**src/rtl/power_sqrt.sv**
```systemverilog
// Iterative unsigned square root: one root bit per clock, restoring digit recurrence.
// Returns floor(sqrt(din)) and the remainder din - root^2 with a ready/valid handshake.
module power_sqrt #(
   parameter int unsigned DIN_WIDTH  = 33,
   parameter int unsigned DOUT_WIDTH = (DIN_WIDTH + 1) / 2
) (
   input  logic                  clk,
   input  logic                  rst,
   input  logic [DIN_WIDTH-1:0]  din,
   input  logic                  din_valid,
   output logic                  din_ready,
   output logic [DOUT_WIDTH-1:0] dout,
   output logic [DOUT_WIDTH:0]   dout_rem,
   output logic                  dout_valid
);

   localparam int unsigned RAD_WIDTH  = 2 * DOUT_WIDTH;
   localparam int unsigned REM_WIDTH  = DOUT_WIDTH + 2;
   localparam int unsigned REMO_WIDTH = DOUT_WIDTH + 1;
   localparam int unsigned CNT_WIDTH  = $clog2(DOUT_WIDTH + 1);

   typedef enum logic {StIdle, StCalc} state_t;

   state_t                 state;
   logic [RAD_WIDTH-1:0]   radicand;
   logic [DOUT_WIDTH-1:0]  root;
   logic [REM_WIDTH-1:0]   rem;
   logic [CNT_WIDTH-1:0]   cnt;

   logic [RAD_WIDTH-1:0]   din_ext;
   logic [REM_WIDTH-1:0]   rem_shift;
   logic [REM_WIDTH-1:0]   trial;
   logic [REM_WIDTH-1:0]   rem_step;
   logic [DOUT_WIDTH-1:0]  root_step;
   logic                   take;

   always_comb begin
      din_ext   = RAD_WIDTH'(din);
      // Top remainder bits are provably zero before every shift, so truncation is safe.
      rem_shift = REM_WIDTH'({rem, radicand[RAD_WIDTH-1 -: 2]});
      trial     = REM_WIDTH'({root, 2'b01});
      take      = (rem_shift >= trial);
      rem_step  = take ? (rem_shift - trial) : rem_shift;
      root_step = {root[DOUT_WIDTH-2:0], take};
   end

   always_ff @(posedge clk or posedge rst) begin
      if (rst) begin
         state      <= StIdle;
         din_ready  <= 1'b1;
         dout       <= '0;
         dout_rem   <= '0;
         dout_valid <= 1'b0;
         cnt        <= '0;
         radicand   <= '0;
         root       <= '0;
         rem        <= '0;
      end else begin
         dout_valid <= 1'b0;
         case (state)
            StIdle: begin
               if (din_valid) begin
                  radicand  <= din_ext;
                  root      <= '0;
                  rem       <= '0;
                  cnt       <= CNT_WIDTH'(DOUT_WIDTH - 1);
                  din_ready <= 1'b0;
                  state     <= StCalc;
               end
            end
            StCalc: begin
               radicand <= radicand << 2;
               root     <= root_step;
               rem      <= rem_step;
               cnt      <= cnt - CNT_WIDTH'(1);
               if (cnt == '0) begin
                  dout       <= root_step;
                  dout_rem   <= REMO_WIDTH'(rem_step);
                  dout_valid <= 1'b1;
                  din_ready  <= 1'b1;
                  state      <= StIdle;
               end
            end
            default: state <= StIdle;
         endcase
      end
   end

endmodule

```
**config.mk**
```make
export PLATFORM = sky130hd
export DESIGN_NAME = power_sqrt
export DESIGN_NICKNAME = d
export VERILOG_FILES = /design/src/rtl/power_sqrt.sv
export SDC_FILE = /design/constraint.sdc
export NUM_CORES = 1
export LEC_CHECK = 0
export CORE_ASPECT_RATIO = 0.7
export CORE_MARGIN = 5
export CORE_UTILIZATION = 45
export CTS_BUF_LIST = sky130_fd_sc_hd__clkbuf_8
export CTS_CLUSTER_DIAMETER = 150
export DETAILED_ROUTE_END_ITERATION = 16
export PLACE_DENSITY = 0.7
export SLEW_MARGIN = 20
export SYNTH_ARGS = -nofsm -noshare
export SYNTH_HDL_FRONTEND = slang
export SYNTH_SLANG_ARGS = --single-unit
```
**constraint.sdc**
```tcl
create_clock -name clk -period 3.83 [get_ports clk]
set_input_delay 1.149 -clock clk [delete_from_list [all_inputs] [get_ports clk]]
set_output_delay 1.149 -clock clk [all_outputs]
set_load 0.05 [all_outputs]
```
==> reports/qor.csv <==
stage;metric;value;unit
yosys;synth_top_family_by_area;compound AO/OA/AOI/OAI gates;
global_routing;top_usage_layer;met1;
yosys;syn_nets;661;
clock_network;ctsLongestPathBuffers;2;
placement;hpwlAfterDp;10200;um
cells_and_area;antenna_cells;0;
yosys;syn_area;5790;um2
yosys;synth-simple-area-share;0.136;
timing;rsz0062_at_grt;false;
critical_path;crit_arrival;3.30;ns
yosys;ys_seq_area_frac;0.480;
drt;drt-initial-drc-count;386;
critical_path;path_max_fanout;20;
yosys;async_flop_share;1.00;
cells_and_area;syn_to_final_growth;17.3;%
floorplan;io_pins;73;
drt;drc;0;
yosys;yosys_warnings;0;
yosys;synth_fa_ha_area_frac;0.0454;
cells_and_area;n_fill_cell;1116;
placement;portBuffers;72;
cells_and_area;drive_gt1_frac;0.0653;
yosys;synthMuxAreaShare;0.0826;
drt;vias_per_cell;5.64;
clock_network;clock-sinks;111;
yosys;synth_cells;604;
yosys;synth_top_area_share;0.476;
floorplan;die_area;15300;um2
yosys;synth_seq_cells;111;
clock_network;clockRootBuffer;clkbuf_8;
clock_network;post_cts.repair.setup_buffers;0;
yosys;synth_top_area_cell;dfrtp_1;
clock_network;clk_latency;0.37;ns
clock_network;htreeDepth;3;
yosys;synthTopCellsByArea;dfrtp_1 (48%), mux2i_1 (7.6%), nand2_1 (7.1%), o21ai_0 (5.6%), ha_1 (4.5%);
critical_path;end_kind;flop;
clock_network;cts_hold_buf;0;
timing;fmax;326;MHz
drt;totalWireLength;14500;um
timing;slew_violations;0;
timing;hold_violations;0;
timing;setup_viol;0;
timing;relSlewSlack;0.251;
outcome;status;complete, no violations;
yosys;ys.flop_type;dfrtp_1;
global_routing;grt_use_met2;0.256;
clock_network;clkTransAtPathRegs;0.11;ns
global_routing;grt_antenna_before_repair;0;
yosys;ys_types;58;
global_routing;grt_max_degree;89;
global_routing;track_usage;0.187;
placement;place_congestion;0.896;
critical_path;path_class;reg2reg;
yosys;synth_edf_count;0;
critical_path;crit_path_start_kind;flop;
run;max_cap_violations;0;
floorplan;die_w;146;um
yosys;synth_compound_area_frac;0.186;
global_routing;first_global_vias;4376;
floorplan;die_height;105;um
drt;ant_nets;0;
cells_and_area;num-nets-final;711;
timing;timing.final.crit_period;3.07;ns
cells_and_area;final_cell_mix;nand2_1 (109), dfrtp_1 (109), clkdlybuf4s50_1 (71);
drt;vias;4627;
floorplan;start_util;0.463;
drt;wire_per_inst;17.7;um
drt;first_pass_iters;5;
timing;finalSetupTns;0;ns
timing;fin_crit_sh;0.801;
global_routing;grt_pass1_wl;23300;um
clock_network;tritoncts;built;
global_routing;gr-total-overflow;0;
yosys;avgSynthCellArea;9.58;um2
timing;max_slew.worst_pin.slew;1.12;ns
hold_path;holdCritPathClass;reg2reg;
global_routing;grt_use_met3;0.0450;
critical_path;required;4.06;ns
clock_network;cts.repair.resized;0;
floorplan;core_area;12500;um2
yosys;synthXorXnorAreaFrac;0.0197;
clock_network;numCtsBuffers;9;
global_routing;grtUsageMet1;0.299;
timing;finClkSkew;0.0122;ns
floorplan;rows;34;
[worst max-delay path: stages, from the launching register on]
cell	delay, ns
dfrtp_1	0.44
ha_1	0.50
a21oi_2	0.12
o21ai_1	0.16
a221oi_2	0.11
o211ai_2	0.89
mux2i_1	0.55
o22ai_1	0.15
[Yosys cell counts, types with 4 or more instances]
library cell  count
a21o_1            6
a21oi_1          10
a31oi_1           8
and3_1            6
buf_1             8
buf_2             9
clkbuf_1         19
dfrtp_1         110
ha_1             21
inv_1            30
mux2i_1          44
nand2_1         109
nand3_1          13
nand4_1           4
nor2_1           24
nor3_1            8
o211ai_1          4
o21ai_0          65
o21ai_1          14
o22ai_1          10
o31ai_1          19
xnor2_1          10
[metal layers]
metal  up-vias  routed length, um
li1       2220                  -
met1      2243               7440
met2       155               5930
met3         9               1040
met4         0                100
met5         -                  0
[sequential cells by signal, summed over array words and instances (netlist names)]
name	flops
cnt	5
rem	17
state	1
root	17
dout_rem	18
din_ready	1
radicand	34
dout	17
dout_valid	1
[path summary, 6_finish.rpt]
| check | startpoint | to | slack (ns) | depth (start not counted) |
|---|---|---|---|---|
| min | root[12] | root[13] | 0.47 | 2 |
| min in group asynchronous | rst | dout_rem[3] | 1.17 | 2 |
| max reg2reg | rem[6] | rem[11] | 0.76 | 7 |
| max in group asynchronous | rst | din_ready | 1.88 | 3 |
| max | rem[6] | rem[11] | 0.76 | 7 |
| min reg2reg | root[12] | root[13] | 0.47 | 2 |
[kinds of logic (layout without fill, tap and decap cells)]
family | after synthesis | after routing
mux | 47 | 47
simple gates | 178 | 178
fa+ha+maj | 21 | 21
flops | 111 | 111
buf+inv | 69 | 123
compound gates | 165 | 165
xor+xnor | 13 | 13
[stage by stage]
step           instance area, um2  setup WS [ns]  hold WS (ns)   util  std cells
2_1_floorplan                5790           1.34         0.449      -        604
3_3_place_gp                 6600          0.877         0.456  0.528        805
3_5_place_dp                 6600          0.883         0.459  0.528        805
4_1_cts                      6790          0.846         0.474  0.543        820
5_1_grt                      6790          0.587         0.495  0.543        820
6_report                     6790          0.764         0.474  0.543        820
[final cells by class]
cell class	instances	area, um2	share of cell area
clock buffers	9	124	0.0182
flip-flops and latches	111	2780	0.410
repair buffers	78	786	0.116
multi-input cells	424	2720	0.400
clock inverters	6	62.6	0.00921
well taps	162	203	0.0299
inverters	30	116	0.0171
Power is not shown: default switching activity piles up to over one toggle a cycle in this logic, so the estimate is an artifact.
